==> src/rtl/pipeline_control.sv <==
`default_nettype none
// ============================================================================
// Module      : pipeline_control
// Description : Per-stage stall generation with multi-cycle hold and flush
//               sequencing; optional stall watchdog (macro STALL_WATCHDOG_EN).
// Revision    : 1.0 - initial release
// ============================================================================
module pipeline_control #(
    parameter int STAGES         = 6,
    parameter int HOLD_STAGE     = 3,
    parameter int HOLD_W         = 6,
    parameter int FLUSH_CYCLES   = 2,
    parameter int WATCHDOG_LIMIT = 1024
) (
    input  logic              clock,
    input  logic              reset,
    input  logic [STAGES-1:0] stall_request,
    input  logic              hold_start,
    input  logic [HOLD_W-1:0] hold_len,
    input  logic              flush_request,
    output logic [STAGES-1:0] stall,
    output logic              flush,
    output logic              hold_busy,
    output logic              watchdog_timeout
);

    localparam int c_FLUSH_W = $clog2(FLUSH_CYCLES + 1);
    localparam logic [c_FLUSH_W-1:0] c_FLUSH_LOAD = c_FLUSH_W'(FLUSH_CYCLES - 1);
    localparam logic [c_FLUSH_W-1:0] c_FLUSH_ONE  = c_FLUSH_W'(1);

    generate
        if (STAGES < 2 || HOLD_STAGE >= STAGES || FLUSH_CYCLES < 1 || WATCHDOG_LIMIT < 1) begin : g_bad_params
            $error("pipeline_control: illegal parameter combination");
        end
    endgenerate

    typedef enum logic [0:0] {
        S_IDLE  = 1'b0,
        S_FLUSH = 1'b1
    } flush_state_t;

    flush_state_t          r_state;
    flush_state_t          w_state_nxt;
    logic [c_FLUSH_W-1:0]  r_flush_cnt;
    logic [c_FLUSH_W-1:0]  w_flush_cnt_nxt;
    logic [HOLD_W-1:0]     r_hold_cnt;
    logic                  w_flush;
    logic [STAGES-1:0]     w_req;
    logic [STAGES-1:0]     w_stall;
    logic                  w_acc;

    // Flush sequencer: a request (re)loads the remaining extra flush cycles.
    always_ff @(posedge clock) begin
        if (reset) begin
            r_state     <= S_IDLE;
            r_flush_cnt <= '0;
        end else begin
            r_state     <= w_state_nxt;
            r_flush_cnt <= w_flush_cnt_nxt;
        end
    end

    always_comb begin
        w_state_nxt     = r_state;
        w_flush_cnt_nxt = r_flush_cnt;
        if (flush_request) begin
            w_flush_cnt_nxt = c_FLUSH_LOAD;
            w_state_nxt     = (c_FLUSH_LOAD != '0) ? S_FLUSH : S_IDLE;
        end else if (r_state == S_FLUSH) begin
            w_flush_cnt_nxt = r_flush_cnt - c_FLUSH_ONE;
            if (r_flush_cnt <= c_FLUSH_ONE) begin
                w_state_nxt = S_IDLE;
            end
        end
        w_flush = !reset && (flush_request || (r_state == S_FLUSH));
    end

    always_ff @(posedge clock) begin
        if (reset || w_flush) begin
            r_hold_cnt <= '0;
        end else if (hold_start && (r_hold_cnt == '0) && (hold_len != '0)) begin
            r_hold_cnt <= hold_len;
        end else if (r_hold_cnt != '0) begin
            r_hold_cnt <= r_hold_cnt - HOLD_W'(1);
        end
    end

    // Thermometer fill: every stage at or below the highest requester stalls.
    always_comb begin
        w_req             = stall_request;
        w_req[HOLD_STAGE] = w_req[HOLD_STAGE] | hold_busy;
        w_acc             = 1'b0;
        w_stall           = '0;
        for (int i = STAGES - 1; i >= 0; i--) begin
            w_acc      = w_acc | w_req[i];
            w_stall[i] = w_acc;
        end
        if (reset || w_flush) begin
            w_stall = '0;
        end
    end

    assign hold_busy = (r_hold_cnt != '0);
    assign stall     = w_stall;
    assign flush     = w_flush;

`ifdef STALL_WATCHDOG_EN
    localparam int c_WD_W = $clog2(WATCHDOG_LIMIT + 1);
    localparam logic [c_WD_W-1:0] c_WD_LIMIT = c_WD_W'(WATCHDOG_LIMIT);

    logic [c_WD_W-1:0] r_wd_cnt;
    logic              r_wd_timeout;
    logic              w_wd_active;

    assign w_wd_active = !w_flush && (w_stall != '0);

    always_ff @(posedge clock) begin
        if (reset) begin
            r_wd_cnt     <= '0;
            r_wd_timeout <= 1'b0;
        end else begin
            if (!w_wd_active) begin
                r_wd_cnt <= '0;
            end else if (r_wd_cnt != c_WD_LIMIT) begin
                r_wd_cnt <= r_wd_cnt + c_WD_W'(1);
            end
            if (w_wd_active && (r_wd_cnt == c_WD_LIMIT - c_WD_W'(1))) begin
                r_wd_timeout <= 1'b1;
            end
        end
    end

    assign watchdog_timeout = r_wd_timeout;
`else
    assign watchdog_timeout = 1'b0;
`endif

endmodule
`default_nettype wire

==> config.mk <==
export PLATFORM = sky130hd
export DESIGN_NAME = pipeline_control
export DESIGN_NICKNAME = d
export VERILOG_FILES = /design/src/rtl/pipeline_control.sv
export SDC_FILE = /design/constraint.sdc
export NUM_CORES = 1
export LEC_CHECK = 0
export BUFFER_PORTS_ARGS = -buffer_cell sky130_fd_sc_hd__buf_4
export CAP_MARGIN = 20
export CORE_AREA = 5 5 44 46
export DETAILED_ROUTE_END_ITERATION = 12
export DIE_AREA = 0 0 49 51
export PLACE_DENSITY = 0.69
export SETUP_SLACK_MARGIN = 0.15
export SYNTH_ARGS = -nofsm -noshare
export SYNTH_HDL_FRONTEND = slang
export SYNTH_SLANG_ARGS = --single-unit
==> constraint.sdc <==
create_clock -name clock -period 1.6 [get_ports clock]
set_input_delay 0.08 -clock clock [delete_from_list [all_inputs] [get_ports clock]]
set_output_delay 0.08 -clock clock [all_outputs]
set_load 0.01 [all_outputs]
== After elaboration in Yosys (flattened, before gate mapping) ==
Index checks and enable logic that the tools add are counted.
Storage, ports and cells
  register bits after elaboration: 9
  input bits: 16
  output and inout bits: 9
  word-level logic and storage cells: 33
Operators by class
  add/subtract/negate cells: 2
  magnitude comparators: 1
  multiplexer cells: 8
  bitwise logic cells: 6
  reductions and logical operators: 12
Operator list (count)
  $mux W6: 3
  $reduce_bool A6 Y1: 2
  $logic_not A6 Y1: 1
  $or A1 B1 Y1: 6
  $sub A6 B1 Y6 const B: 1
  $mux W1: 5
  $reduce_bool A2 Y1: 2
  $logic_and A1 B1 Y1: 3
  $le A2 B1 Y1 const B: 1
  $logic_or A1 B1 Y1: 2
  $reduce_or A2 Y1: 1
  $sub A2 B1 Y2 const B: 1
  $logic_not A1 Y1: 1

== Depth between registers and ports, before layout ==
Gate-level depths: netlist of run 1.
  word-level depth: 7
  depth in mapped cells: 6
  depth with buffers taken out: 6

== Worst setup path before layout of run 1 ==
Ideal clock, no wire load.
  kind: reg-to-output
  from: register r_hold_cnt[3]
  to: output stall[0]
  arrival: 1525 ps
  data required time: 1520 ps
  path slack: -5 ps
  stages on the path, launching flop included: 5
  path buffers: 0
  path through: dfxtp_1 -> nor4_2 -> nand2_1 -> or4_4 -> o41a_1
Between the ends
  longest elaborated chain between the ends: 7
Ends and longest elaborated chain
  from (decl): line 46  | logic [HOLD_W-1:0] r_hold_cnt;
  from (signal assigned): line 82  | r_hold_cnt <= hold_len;
  from (signal assigned): line 84  | r_hold_cnt <= r_hold_cnt - HOLD_W'(1);
  $reduce_bool A6 Y1: line 103  | assign hold_busy = (r_hold_cnt != '0);
  $or A1 B1 Y1: line 91  | w_req[HOLD_STAGE] = w_req[HOLD_STAGE] | hold_busy;
  $or A1 B1 Y1 (4 in series): line 95  | w_acc = w_acc | w_req[i];
  $mux W6: line 98  | if (reset || w_flush) begin
  to (decl): line 21  | output logic [STAGES-1:0] stall,
Every way passes these cells.

== Worst setup path in the final report of run 1 ==
Ends and elaborated chain as after synthesis.

==> results.txt, run 1 <==
----------------------------------------------------
[Outcome]
  Status ... finished with violations
  Violations in the final reports ... negative setup slack

[Critical path]
  Cell breakdown of the critical path ... nor4_4, nand2_1, or4_4, o41a_1, buf_6
  Worst path top cell family by delay ... simple AND/OR/NAND/NOR gates
  Worst setup path class ... reg2out
  Critical Path Start Type ... flop
  CP Buf/Inv Count ... 1
  Largest fanout of any net on the critical path ... 3
  Endpoint class of the critical path ... output pin
  Slowest stage cell on the critical path ... sky130_fd_sc_hd__or4_4
  Worst EP required ... roughly 1500 ps
  Slowest cell delay on critical path ... 430 ps
  Arrival time of data at the critical path endpoint ... about 1900 ps

[Floorplanning]
  Total number of placement rows ... 14
  Core Region ... about 1500 um^2
  Die footprint ... ~2500 um^2
  Ports placed on the boundary ... 25
  Die H ... 51 um
  Floorplan die width ... around 50 um
  Initial standard-cell utilization of the core ... about two fifths

[Route]
  WL final ... 1.769 mm
  Total via count in the routed design ... ~630
  Final antenna-violating net count ... 0
  Detail-routed net length per standard cell ... 14.50 um
  Detailed-routing iteration count for the pre-antenna-repair pass ... 4
  Post-detailed-route DRC marker count ... 0
  Vias per std cell ... between 5 and 6
  Drt initial violations ... 9

[Power and ir drop]
  Leakage ... between 0.0004 and 0.0005 uW
  Worst IR drop on VDD ... about 0.62 mV
  Pwr Density ... approximately 1100 nW/um^2

[Yosys]
  Cell area after synthesis ... between 500 and 600 um^2
  Number of nets produced by synthesis ... between 80 and 90
  Most area-consuming cells after synthesis ... sky130_fd_sc_hd__dfxtp_1, sky130_fd_sc_hd__a211oi_1, sky130_fd_sc_hd__ha_1, sky130_fd_sc_hd__xnor2_1, sky130_fd_sc_hd__nor2_1
  Seq cells post-synth ... 9
  Largest area contributor in the netlist ... sky130_fd_sc_hd__dfxtp_1
  Instance count of the mapped netlist ... a little under 70
  Area share of the largest cell type after synthesis ... 31.79%
  Warnings, synthesis ... 0
  Sequential-to-total area share from yosys stat ... a little under a third
  Synth Area per Inst ... 8.335 um^2
  Library cells used by synthesis ... 29

[Clocking]
  Number of buffers inserted during clock tree synthesis ... 3
  Clock tree from TritonCTS ... yes
  Total clock sinks ... 9
  Maximum level of the CTS H-tree ... 1
  Clock slew at the register clock pins of the worst setup and hold paths ... about 60 ps
  Insertion delay to the later sink of the worst-skew pair ... 270 ps
  Maximum root-to-sink buffer count ... 2
  Number of buffers inserted for hold repair after clock tree synthesis ... 0
  Root Buffer Master ... sky130_fd_sc_hd__clkbuf_4

[STA]
  Total count of hold-check failures in the final report ... 0
  Hold Slack ... between 20 and 25 ps
  Highest Clock Rate ... 0.5072 GHz
  Ratio of final minimum period to clock period ... 123.2%
  Min cycle time layout ... just under 2000 ps
  Final Setup Violations ... 11
  Clock Skew ... 2.756 ps
  Crit path setup slack, layout ... -371.8 ps
  Setup repair after global routing missed its margin ... true
  Max-slew violation total from the final report ... 0

[Job]
  Max-capacitance violation count ... 0

[Place]
  DPL Wire Length ... 1.185 mm
  Number of buffers added on ports ... 23
  Weighted congestion at the end of routability-driven global placement ... between 0.6 and 0.7
  DP Worst Slack ... -126.3 ps
  Standard cell area after detailed placement ... 808.3 um^2

[Global routing]
  Vias in the first global route ... about 700
  Total overflow reported by the global router ... 0
  Global-route wire length before repair ... a little over 3 mm
  Initial antenna violation count ... 0
  Global-route usage over all layers ... 15.88%
  Pin count of the biggest net entering global routing ... 9

[Final layout]
  Post-layout instance area ... between 1000 and 1500 um^2
  P&R area growth vs syn ... 78.59%
  Number of diodes added for antenna fixing ... 0
  Final #Nets ... 126
  Fraction of final layout cells sized beyond drive strength 1 ... between 50% and 60%

[Min path]
  Type of the tightest min-delay check ... in2reg

----------------------------------------------------
-- layout by cell type, fill, tap and decap left out, types with 3 or more instances in the layout --
master,n
sky130_fd_sc_hd__nor3_1,3
sky130_fd_sc_hd__buf_4,28
sky130_fd_sc_hd__xnor2_1,4
sky130_fd_sc_hd__dfxtp_1,7
sky130_fd_sc_hd__inv_1,4
sky130_fd_sc_hd__a211oi_2,5
sky130_fd_sc_hd__ha_1,3
sky130_fd_sc_hd__clkbuf_4,3
sky130_fd_sc_hd__buf_6,9
sky130_fd_sc_hd__nor2_1,8
-- cell type report --
cell class                 count  area [um^2]
sequential                     9        182.7
clock buffer                   4        26.28
fill                         121        459.2
multi-input combinational     51        441.7
inverter                       4        15.01
tap                           16        20.02
timing repair buffer          38        326.6
-- power breakdown --
group	internal [uW]	leakage [uW]	switching [uW]	total (uW)
combinational	400	0.000336	287	688
sequential	251	0.0000747	25.8	277
clock	96.3	0.0000150	82.6	179
total	748	0.000426	396	1140
-- through the flow --
| stage | total power (uW) | std cells | TNS (ps) | util [%] |
|---|---|---|---|---|
| 2_1_floorplan | 514.9 | 68 | 0 | - |
| 3_3_place_gp | 651.5 | 111 | -170.9 | 54.93 |
| 3_5_place_dp | 657.1 | 111 | -376.2 | 54.93 |
| 4_1_cts | 1080 | 122 | -2624 | 66.16 |
| 5_1_grt | 1211 | 122 | -3601 | 68.79 |
| 6_report | 1144 | 122 | -2752 | 68.79 |
-- registers in the layout, summed over array words and instances (netlist names) --
name,flops
r_hold_cnt,6
r_state,1
r_flush_cnt,2
-- repair_timing --
action                                  4_1_cts  5_1_grt
endpoints found under the setup margin        6       13
buffers inserted                              7        0
pin swaps                                     8        5
gates resized for setup                      21        7
-- cell families after synthesis --
logic type      Yosys count  synth area share (%)
simple gates             25                 24.73
mux                       2                 3.753
flops                     9                 31.79
xor+xnor                  5                 7.726
compound gates           15                 18.76
other cells               1                0.6616
buf+inv                   8                 5.960
fa+ha+maj                 3                 6.623
-- final timing paths --
path,from,to,slack (ps),cells after the start
worst max register to register,r_hold_cnt[3]$_SDFFE_PN0P_,r_hold_cnt[2]$_SDFFE_PN0P_,-220,11
worst min-delay path,reset,r_flush_cnt[0]$_SDFFE_PP0P_,20,2
worst max-delay path,r_hold_cnt[3]$_SDFFE_PN0P_,stall[0],-370,5
worst min register to register,r_flush_cnt[1]$_SDFFE_PP0P_,r_state$_SDFF_PP0_,550,2
-- routing by layer --
metal | vias up | share of wire, % | GRT usage (%)
li1 | 318 | - | -
met1 | 286 | 39 | 17.75
met2 | 26 | 51 | 27.17
met3 | 2 | 8.2 | 5.814
met4 | 0 | 1.2 | 6.726
met5 | - | 0 | 0
-- worst reg2reg max path: cells and delay by family, from the launching register on --
kind / cells / cell delay, ps
DFF: 1 / 340
AOI/OAI and AO/OA: 2 / 170
and+or+nand+nor: 2 / 390
buffers and inverters: 7 / 800
-- synth_stat cells --
| cell type | n |
|---|---|
| sky130_fd_sc_hd__dfxtp_1 | 9 |
| sky130_fd_sc_hd__nor2_1 | 8 |
| sky130_fd_sc_hd__a211oi_1 | 6 |
| sky130_fd_sc_hd__a21oi_1 | 4 |
| sky130_fd_sc_hd__inv_1 | 4 |
| sky130_fd_sc_hd__nor3_1 | 4 |
| sky130_fd_sc_hd__xnor2_1 | 4 |
| sky130_fd_sc_hd__clkbuf_1 | 3 |
| sky130_fd_sc_hd__ha_1 | 3 |
| sky130_fd_sc_hd__and2_1 | 2 |
| sky130_fd_sc_hd__nand2_1 | 2 |
| sky130_fd_sc_hd__nor3b_1 | 2 |
| sky130_fd_sc_hd__a2111oi_0 | 1 |
| sky130_fd_sc_hd__buf_4 | 1 |
| sky130_fd_sc_hd__conb_1 | 1 |
| sky130_fd_sc_hd__mux2_2 | 1 |
| sky130_fd_sc_hd__mux2i_1 | 1 |
| sky130_fd_sc_hd__nand3_1 | 1 |
| sky130_fd_sc_hd__nor2b_1 | 1 |
| sky130_fd_sc_hd__nor4_1 | 1 |
| sky130_fd_sc_hd__nor4_2 | 1 |
| sky130_fd_sc_hd__o21a_1 | 1 |
| sky130_fd_sc_hd__o21ai_0 | 1 |
| sky130_fd_sc_hd__o31a_1 | 1 |
| sky130_fd_sc_hd__o41a_1 | 1 |
| sky130_fd_sc_hd__or3_1 | 1 |
| sky130_fd_sc_hd__or4_1 | 1 |
| sky130_fd_sc_hd__or4_4 | 1 |
| sky130_fd_sc_hd__xor2_1 | 1 |
No activity file was read; power rests on OpenSTA's default activity.
==> run 2: changes to the inputs <==
--- a/config.mk
+++ b/config.mk
@@ -11,6 +11,7 @@
 export DETAILED_ROUTE_END_ITERATION = 12
 export DIE_AREA = 0 0 49 51
 export PLACE_DENSITY = 0.69
+export REMOVE_ABC_BUFFERS = 1
 export SETUP_SLACK_MARGIN = 0.15
 export SYNTH_ARGS = -nofsm -noshare
 export SYNTH_HDL_FRONTEND = slang
==> results.txt, run 2 (same netlist as run 1, synthesis figures left out) <==
----------------------------------------------------
[Clocking]
  Clock slew at the register clock pins of the worst setup and hold paths ... about 60 ps
  Number of buffers inserted for hold repair after clock tree synthesis ... 0
  Maximum level of the CTS H-tree ... 1
  Total clock sinks ... 9
  Root Buffer Master ... sky130_fd_sc_hd__clkbuf_4
  Insertion delay to the later sink of the worst-skew pair ... about 250 ps
  Clock tree from TritonCTS ... yes
  Maximum root-to-sink buffer count ... 2
  Number of buffers inserted during clock tree synthesis ... 3

[Final layout]
  Fraction of final layout cells sized beyond drive strength 1 ... between 40% and 50%
  Most frequent cells in the layout ... sky130_fd_sc_hd__buf_4, sky130_fd_sc_hd__nor2_1, sky130_fd_sc_hd__a211oi_1, sky130_fd_sc_hd__dfxtp_1
  Max reg flops ... 6
  P&R area growth vs syn ... 56.73%
  # fillers ... 142
  Register containing the most flip-flops in the final layout ... r_hold_cnt
  Number of diodes added for antenna fixing ... 0
  Final #Nets ... 120
  Biggest registers after layout ... r_hold_cnt x6, r_flush_cnt x2, r_state x1
  Most frequent standard cell in the layout excluding fill and tap cells ... sky130_fd_sc_hd__buf_4
  Number of cells in the finished layout apart from fillers ... 116

[Place]
  Number of placed instances, taps included ... between 100 and 150
  DPL Wire Length ... approximately 1.1 mm
  DP Worst Slack ... -120.7 ps
  Weighted congestion at the end of routability-driven global placement ... approximately 0.71
  Number of buffers added on ports ... 23

[Route]
  Detail-routed net length per standard cell ... roughly 12 um
  Vias per std cell ... slightly above 5
  Total via count in the routed design ... 600
  Detailed-routing iteration count for the pre-antenna-repair pass ... 2
  Post-detailed-route DRC marker count ... 0
  Drt initial violations ... 6
  Final antenna-violating net count ... 0
  WL final ... between 1 and 1.5 mm

[STA]
  Crit path setup slack, layout ... -334.0 ps
  Final-layout setup total negative slack ... -1243 ps
  Highest Clock Rate ... 0.5171 GHz
  Min cycle time layout ... roughly 1900 ps
  Clock Skew ... between 0.9 and 1 ps
  Setup repair after global routing missed its margin ... true
  Hold Slack ... ~42 ps
  Ratio of final minimum period to clock period ... 120.9%
  Final Setup Violations ... 4
  Total count of hold-check failures in the final report ... 0
  Max-slew violation total from the final report ... 0

[Critical path]
  Path depth of the worst reg2reg path ... 5
  Endpoint class of the critical path ... output pin
  CP Depth ... 5
  Critical path startpoint ... r_hold_cnt[3]$_SDFFE_PN0P_
  Worst R2R Setup Slack ... roughly 110 ps
  Slowest stage cell on the critical path ... sky130_fd_sc_hd__or4_4
  CP endpoint ... stall[0]
  Endpoint of the worst-slack reg-to-reg timing path ... r_hold_cnt[1]$_SDFFE_PN0P_
  Worst setup path class ... reg2out
  Critical Path Start Type ... flop
  CP Buf/Inv Count ... 1
  Arrival time of data at the critical path endpoint ... 1850 ps
  R2r startpoint ... r_hold_cnt[3]$_SDFFE_PN0P_
  Largest fanout of any net on the critical path ... 3
  Worst path top cell family by delay ... simple AND/OR/NAND/NOR gates
  Slowest cell delay on critical path ... 430 ps
  Worst EP required ... 1520 ps
  Cell breakdown of the critical path ... nor4_4, nand2_1, or4_4, o41a_1, buf_6

[Power and ir drop]
  Switching power ... approximately 270 uW
  Leakage ... roughly 0.00038 uW
  Sequential share of power ... between 30% and 40%
  Combinational power share ... 48.4%
  Pwr Density ... approximately 960 nW/um^2
  Part of the power in the clock network ... 19.3%
  Net switching fraction of the power ... approximately 32%
  Worst IR drop on VDD ... 0.7202 mV
  Internal power summed over all cells ... roughly 580 uW

[Floorplanning]
  Die H ... 51 um
  Ports placed on the boundary ... 25
  Floorplan die width ... 49 um
  Core Region ... 1471 um^2
  Initial standard-cell utilization of the core ... ~39%
  Die footprint ... 2499 um^2
  Total number of placement rows ... 14

[Global routing]
  Global-route usage over all layers ... between 10% and 20%
  Pin count of the biggest net entering global routing ... 12
  Global-route wire length before repair ... ~2.5 mm
  Initial antenna violation count ... 0
  Vias in the first global route ... between 500 and 600
  Total overflow reported by the global router ... 0

[Outcome]
  Status ... finished with violations
  Violations in the final reports ... negative setup slack

[Job]
  Max-capacitance violation count ... 0

[Min path]
  Type of the tightest min-delay check ... in2reg

----------------------------------------------------
## run 2: changes by cell type in the layout (fill, tap and decap cells not counted), moves of 3 or more
cell	before	now
sky130_fd_sc_hd__a211oi_1	1	6
sky130_fd_sc_hd__a211oi_2	5	0
sky130_fd_sc_hd__a21oi_1	1	4
sky130_fd_sc_hd__buf_6	9	2
## run 2: worst min-delay path by stage
stage | from | end | slack, ps | cells after the start
2_1_floorplan | reset | r_flush_cnt[0]$_SDFFE_PP0P_ | 150 | 1
3_3_place_gp | reset | r_flush_cnt[0]$_SDFFE_PP0P_ | 290 | 2
3_5_place_dp | reset | r_flush_cnt[0]$_SDFFE_PP0P_ | 290 | 2
4_1_cts | reset | r_flush_cnt[0]$_SDFFE_PP0P_ | 30 | 2
5_1_grt | flush_request | r_flush_cnt[1]$_SDFFE_PP0P_ | 40 | 2
6_report | reset | r_flush_cnt[0]$_SDFFE_PP0P_ | 40 | 2
## run 2: metrics by stage
step           power, uW  utilization, %  instance area (um^2)
2_1_floorplan      485.4               -                 548.0
6_report           850.3           60.37                 888.4
3_5_place_dp       642.8           53.91                 793.3
3_3_place_gp       638.2           53.91                 793.3
5_1_grt            918.7           60.37                 888.4
4_1_cts            841.0           57.91                 852.1
## run 2: timing repair
action | in CTS | in global routing
pin swaps | 3 | 3
gates resized for setup | 6 | 8
endpoints found under the setup margin | 6 | 11
buffers inserted | 1 | 1
gates cloned | 0 | 0
## run 2: final cells by class
type                    instances  area [um^2]  area share (%)
repair buffers                 32        247.7           27.89
clock buffers                   4        26.28           2.958
multi-input cells              51        395.4           44.51
well taps                      16        20.02           2.254
inverters                       4        15.01           1.690
flip-flops and latches          9        183.9           20.70
## run 2: power by group through the flow
stage               registers (uW)  clock network [uW]  logic, uW
CTS                            274                 173        394
global placement               271                   0        368
global route                   277                 189        453
detailed placement             272                   0        371
finish                         275                 164        411
floorplan                      275                   0        210
## run 2: worst register-to-register path: cells and delay by family (launching register included)
kind / cells / cell delay [ps]
AOI/OAI and AO/OA: 2 / 470
buffers and inverters: 1 / 180
DFF: 1 / 330
and+or+nand+nor: 2 / 380
## run 2: per-layer routing
metal	vias to the layer above	share of wire [%]	GRT usage (%)
li1	309	-	-
met1	273	42	14.72
met2	16	51	19.78
met3	2	6.2	5.233
met4	0	0.91	5.381
met5	-	0	0
